## config.mk

```make
export PLATFORM = sky130hd
export DESIGN_NAME = math_op_sequencer
export DESIGN_NICKNAME = d
export VERILOG_FILES = /design/src/rtl/math_op_sequencer.sv
export SDC_FILE = /design/constraint.sdc
export NUM_CORES = 1
export LEC_CHECK = 0
export ABC_AREA = 0
export BUFFER_PORTS_ARGS = -buffer_cell sky130_fd_sc_hd__buf_4
export CAP_MARGIN = 5
export CORE_ASPECT_RATIO = 2
export CORE_MARGIN = 2
export CORE_UTILIZATION = 45
export CTS_CLUSTER_SIZE = 8
export DETAILED_ROUTE_END_ITERATION = 8
export PLACE_DENSITY = 0.65
export SLEW_MARGIN = 20
export SYNTH_ARGS = -nofsm -noshare
export SYNTH_HDL_FRONTEND = slang
export SYNTH_SLANG_ARGS = --single-unit
```

## constraint.sdc

```tcl
create_clock -name clock -period 2.5 [get_ports clock]
set_input_delay 0.125 -clock clock [delete_from_list [all_inputs] [get_ports clock]]
set_output_delay 0.125 -clock clock [all_outputs]
set_load 0.1 [all_outputs]
```

## src/rtl/math_op_sequencer.sv

```systemverilog
// Stores a short ALU program and plays it into the accumulator ALU, either one op per cycle or one op per step press.
// All ALU-side outputs are registered; the first alu_en comes the cycle after alu_clr; loads are refused while a run is active.
module math_op_sequencer #(
  parameter int  DEPTH = 8,
  parameter int  OP_W  = 2,
  parameter int  ARG_W = 3,
  localparam int LW    = $clog2(DEPTH + 1),
  localparam int PW    = $clog2(DEPTH)
) (
  input  logic             clock,
  input  logic             reset_n,
  input  logic             load_valid,
  input  logic [OP_W-1:0]  load_op,
  input  logic [ARG_W-1:0] load_arg,
  output logic             load_ready,
  input  logic             clear_prog,
  input  logic             start,
  input  logic             step_mode,
  input  logic             step,
  input  logic             abort,
  output logic             alu_clr,
  output logic             alu_en,
  output logic [OP_W-1:0]  alu_op,
  output logic [ARG_W-1:0] alu_arg,
  output logic             busy,
  output logic             done,
  output logic [LW-1:0]    prog_len,
  output logic [PW-1:0]    pc
);

  localparam int IW = OP_W + ARG_W;

  typedef enum logic [1:0] {IDLE, CLR, RUN, STEP} state_t;

  state_t           state, state_nx;
  logic [IW-1:0]    mem [DEPTH];
  logic             start_q, step_q, stepm_q;
  logic             start_rise, step_rise, has_prog, go, issue, last, load_fire;
  logic [LW-1:0]    pc_ext;

  logic             clr_nx, en_nx, done_nx;
  logic [OP_W-1:0]  op_nx;
  logic [ARG_W-1:0] arg_nx;
  logic [PW-1:0]    pc_nx;
  logic [LW-1:0]    len_nx;

  assign start_rise = start & ~start_q;
  assign step_rise  = step & ~step_q;
  assign has_prog   = (prog_len != '0);
  assign go         = (state == IDLE) & start_rise & ~clear_prog;
  assign load_ready = (state == IDLE) & (prog_len < LW'(DEPTH)) & ~start_rise & ~clear_prog;
  assign load_fire  = load_valid & load_ready;
  assign pc_ext     = LW'(pc);
  assign last       = ((pc_ext + LW'(1)) == prog_len);
  assign issue      = ~abort & (((state == CLR) & ~stepm_q) | (state == RUN) |
                                ((state == STEP) & step_rise));

  always_ff @(posedge clock or negedge reset_n) begin
    if (!reset_n) state <= IDLE;
    else          state <= state_nx;
  end

  always_comb begin
    state_nx = state;
    case (state)
      IDLE:    if (go && has_prog) state_nx = CLR;
      default: begin
        if (abort || (issue && last)) state_nx = IDLE;
        else if (state == CLR)        state_nx = stepm_q ? STEP : RUN;
      end
    endcase
  end

  // Next values for the registered outputs; busy-state guards make start/load/clear inert mid-run.
  always_comb begin
    clr_nx          = go & has_prog;
    en_nx           = issue;
    {op_nx, arg_nx} = issue ? mem[pc] : {alu_op, alu_arg};
    pc_nx           = pc;
    done_nx         = done;
    len_nx          = prog_len;
    if (state == IDLE) begin
      if (clear_prog) begin
        len_nx  = '0;
        done_nx = 1'b0;
      end else if (start_rise) begin
        done_nx = ~has_prog;
        pc_nx   = '0;
      end else if (load_fire) begin
        len_nx  = prog_len + LW'(1);
      end
    end else if (abort) begin
      pc_nx = '0;
    end else if (issue) begin
      pc_nx   = last ? '0 : pc + PW'(1);
      done_nx = last;
    end
  end

  // Button history resets high so a button held through reset release is not an edge.
  always_ff @(posedge clock or negedge reset_n) begin
    if (!reset_n) begin
      start_q  <= 1'b1;
      step_q   <= 1'b1;
      stepm_q  <= 1'b0;
      alu_clr  <= 1'b0;
      alu_en   <= 1'b0;
      alu_op   <= '0;
      alu_arg  <= '0;
      busy     <= 1'b0;
      done     <= 1'b0;
      prog_len <= '0;
      pc       <= '0;
    end else begin
      start_q  <= start;
      step_q   <= step;
      if (go) stepm_q <= step_mode;
      alu_clr  <= clr_nx;
      alu_en   <= en_nx;
      alu_op   <= op_nx;
      alu_arg  <= arg_nx;
      busy     <= (state_nx != IDLE);
      done     <= done_nx;
      prog_len <= len_nx;
      pc       <= pc_nx;
    end
  end

  always_ff @(posedge clock) begin
    if (load_fire) mem[prog_len[PW-1:0]] <= {load_op, load_arg};
  end

endmodule

```

==> impl_metrics.tcl <==
set metrics [dict create \
    drt-initial-drc-count 46 \
    cts.path.max_buffers 2 \
    syn_to_final_growth_pct 21.4 \
    peakVddDrop_uv 989 \
    cp.arrival_ps 2280 \
    clock_skew_ps 11.2 \
    num_antenna_cells 0 \
    leakagePower_nw 1.21 \
    start_util_pct 46.8 \
    drt-met1-wl_um 1870 \
    dieArea_um2 6340 \
    hold_class "input pin to flip-flop" \
    drive_gt1_share_pct 30.1 \
    max_stage_delay_ps 400 \
    grt_start_max_net_pins 22 \
    tns_ps 0 \
    core_area_um2 5470 \
    cp_max_fo 6 \
    track_usage_pct 18.4 \
    numClockSinks 61 \
    path_clk_slew_ps 70 \
    routed-wl-met3_um 189 \
    grt_pass1_wl_um 8290 \
    finalCritPeriodShare_pct 81.8 \
    routedWlPerCell_um 19.0 \
    netlist_area_um2 2560 \
    r2r_cells 6 \
    num_rows 38 \
    worstSetupPathType "flip-flop to flip-flop" \
    clk-insertion-delay-late_ps 350 \
    synth_ff_type "edfxtp_1" \
    wl_um 5300 \
    ios 30 \
    synth_largest_area_cell "edfxtp_1" \
    die_w_um 57.3 \
    synth_edf_count 40 \
    dr_wl_met2_um 3050 \
    required_ps 2730 \
    cts_tree "done" \
    cts_max_level 3 \
    cp-start-kind "flip-flop" \
    grt_pass1_vias 1632 \
    port_buffers 29 \
    synthArstFlopShare_pct 34.4 \
    place_congestion 0.811 \
    status "finished clean" \
    hold_start "load_arg[0]" \
    slew_headroom_pct 58.3 \
    hold_violations 0 \
    synth_nets 184 \
    cts_setup_buffers 0 \
    fin_nets 230 \
    period_minus_slack_ps 2040 \
    p_per_area_nw_per_um2 930 \
    startpoint "pc[0]" \
    worst_pin_slew_ps 624 \
    drt-pass1-iter-count 6 \
    vias 1566 \
    ys_ff_latch 61 \
    ys_top_cells_by_area "edfxtp_1 47%, dfrtp_1 19%, mux4_2 8.8%" \
    synthTopCellsByCount "40 x edfxtp_1, 19 x dfrtp_1, 18 x nand2_1" \
    synth_cell_types 38 \
    syn_inst 168 \
    die_h_um 111 \
    crit_path_top_delay_cell "a221oi_4" \
    maxSlewViolCount 0 \
    holdPathStages 1 \
    rsz0062_at_grt "false" \
    synth_top_area_share_pct 46.9 \
    cap_violations 0 \
    drt.antenna.violating_nets 0 \
    fmax_mhz 489 \
    crit_path_cell_trace "ha_1, xor2_1, or3_4, a221oi_4, nor3_1, a221o_1" \
    endpoint_kind "flip-flop" \
    antenna_found_initial 0 \
    r2r-start "pc[0]" \
    setup_viol 0 \
    hpwlAfterDp_um 3750 \
    via_per_inst 5.61 \
    cts_buffers 9 \
    synth.most_common_cell "edfxtp_1" \
    reg2reg_setup_slack_ps 460 \
    top_layer "met4" \
    postSynthAreaPerCell_um2 15.2 \
    yosysSeqAreaShare_pct 67.5 \
    cts_root_buffer "clkbuf_8" \
    power_mw 2.89 \
    yosys_warnings 0 \
    drc 0 \
    cts_resized 0 \
    overflow 0 \
]
==> critical path, delay by kind of cell, from the launching register on <==
family,cells,cell delay [ps]
DFF,1,390
xor gates and xnor gates,1,160
and+or+nand+nor,2,440
adders and majority gates,1,240
AOI/OAI and AO/OA,2,700
==> final cells by class <==
class | count | area (um2)
Clock buffer | 14 | 163
Clock inverter | 2 | 10.0
Fill cell | 440 | 2360
Inverter | 5 | 18.8
Multi-Input combinational cell | 95 | 774
Sequential cell | 61 | 1730
Tap cell | 60 | 75.1
Timing Repair Buffer | 42 | 335
==> cells in the final DEF (no fill, tap or decap), types with 3 or more instances in the layout <==
| cell type | n |
|---|---|
| o31ai_1 | 3 |
| nor2_1 | 11 |
| nor2b_1 | 4 |
| buf_4 | 34 |
| xor2_1 | 3 |
| clkbuf_8 | 11 |
| clkbuf_1 | 3 |
| nand2b_1 | 3 |
| nor3_1 | 5 |
| dlygate4sd3_1 | 8 |
| edfxtp_1 | 40 |
| inv_1 | 5 |
| o21ai_0 | 8 |
| dfrtp_1 | 18 |
| mux4_2 | 10 |
| ha_1 | 3 |
| nand2_1 | 18 |
| mux2i_1 | 5 |
==> routing by layer <==
metal,track usage [%],vias to the layer above
met3,4.67,14
met2,32.6,48
met4,11.5,0
met1,18.3,781
met5,0,-
li1,-,723
==> where the power goes <==
group          internal, mW  switching [mW]
clock network         0.411           0.364
registers              1.16          0.0525
logic                 0.244           0.662
total                  1.81            1.08
==> cell families after synthesis <==
kind of cell / after synthesis / share of synthesized area, %
buf+inv: 12 / 2.20
simple gates: 50 / 9.78
mux: 16 / 11.2
xor+xnor: 3 / 1.03
compound gates: 23 / 6.79
flops: 61 / 67.5
fa+ha+maj: 3 / 1.47
==> state kept, by name (all words and copies together) (netlist names) <==
register / cells
state: 2
alu_arg: 3
prog_len: 4
alu_op: 2
step_q: 1
done: 1
pc: 3
alu_en: 1
busy: 1
start_q: 1
mem: 40
alu_clr: 1
stepm_q: 1
==> worst paths after layout <==
kind | endpoint
min reg2reg | alu_arg[0]
max | pc[2]
min in group asynchronous | alu_clr
max in group asynchronous | start_q
min | mem[4][0]
max reg2reg | pc[2]
==> per-stage QoR <==
step | area (um2) | utilization [%] | setup slack (ps) | std cells | hold slack (ps)
floorplan | 2560 | - | 14.7 | 168 | -171
global placement | 2850 | 52.2 | 549 | 255 | 17.6
detailed placement | 2850 | 52.2 | 467 | 255 | 25.3
CTS | 3110 | 56.8 | 457 | 279 | 0.445
global route | 3110 | 56.8 | 352 | 279 | 7.33
finish | 3110 | 56.8 | 455 | 279 | 15.9
==> repair_timing <==
item                       4_1_cts  5_1_grt
hold endpoints to repair        39        0
setup endpoints to repair        0        0
hold buffers                     8        0
(Power assumes the default switching activity.)
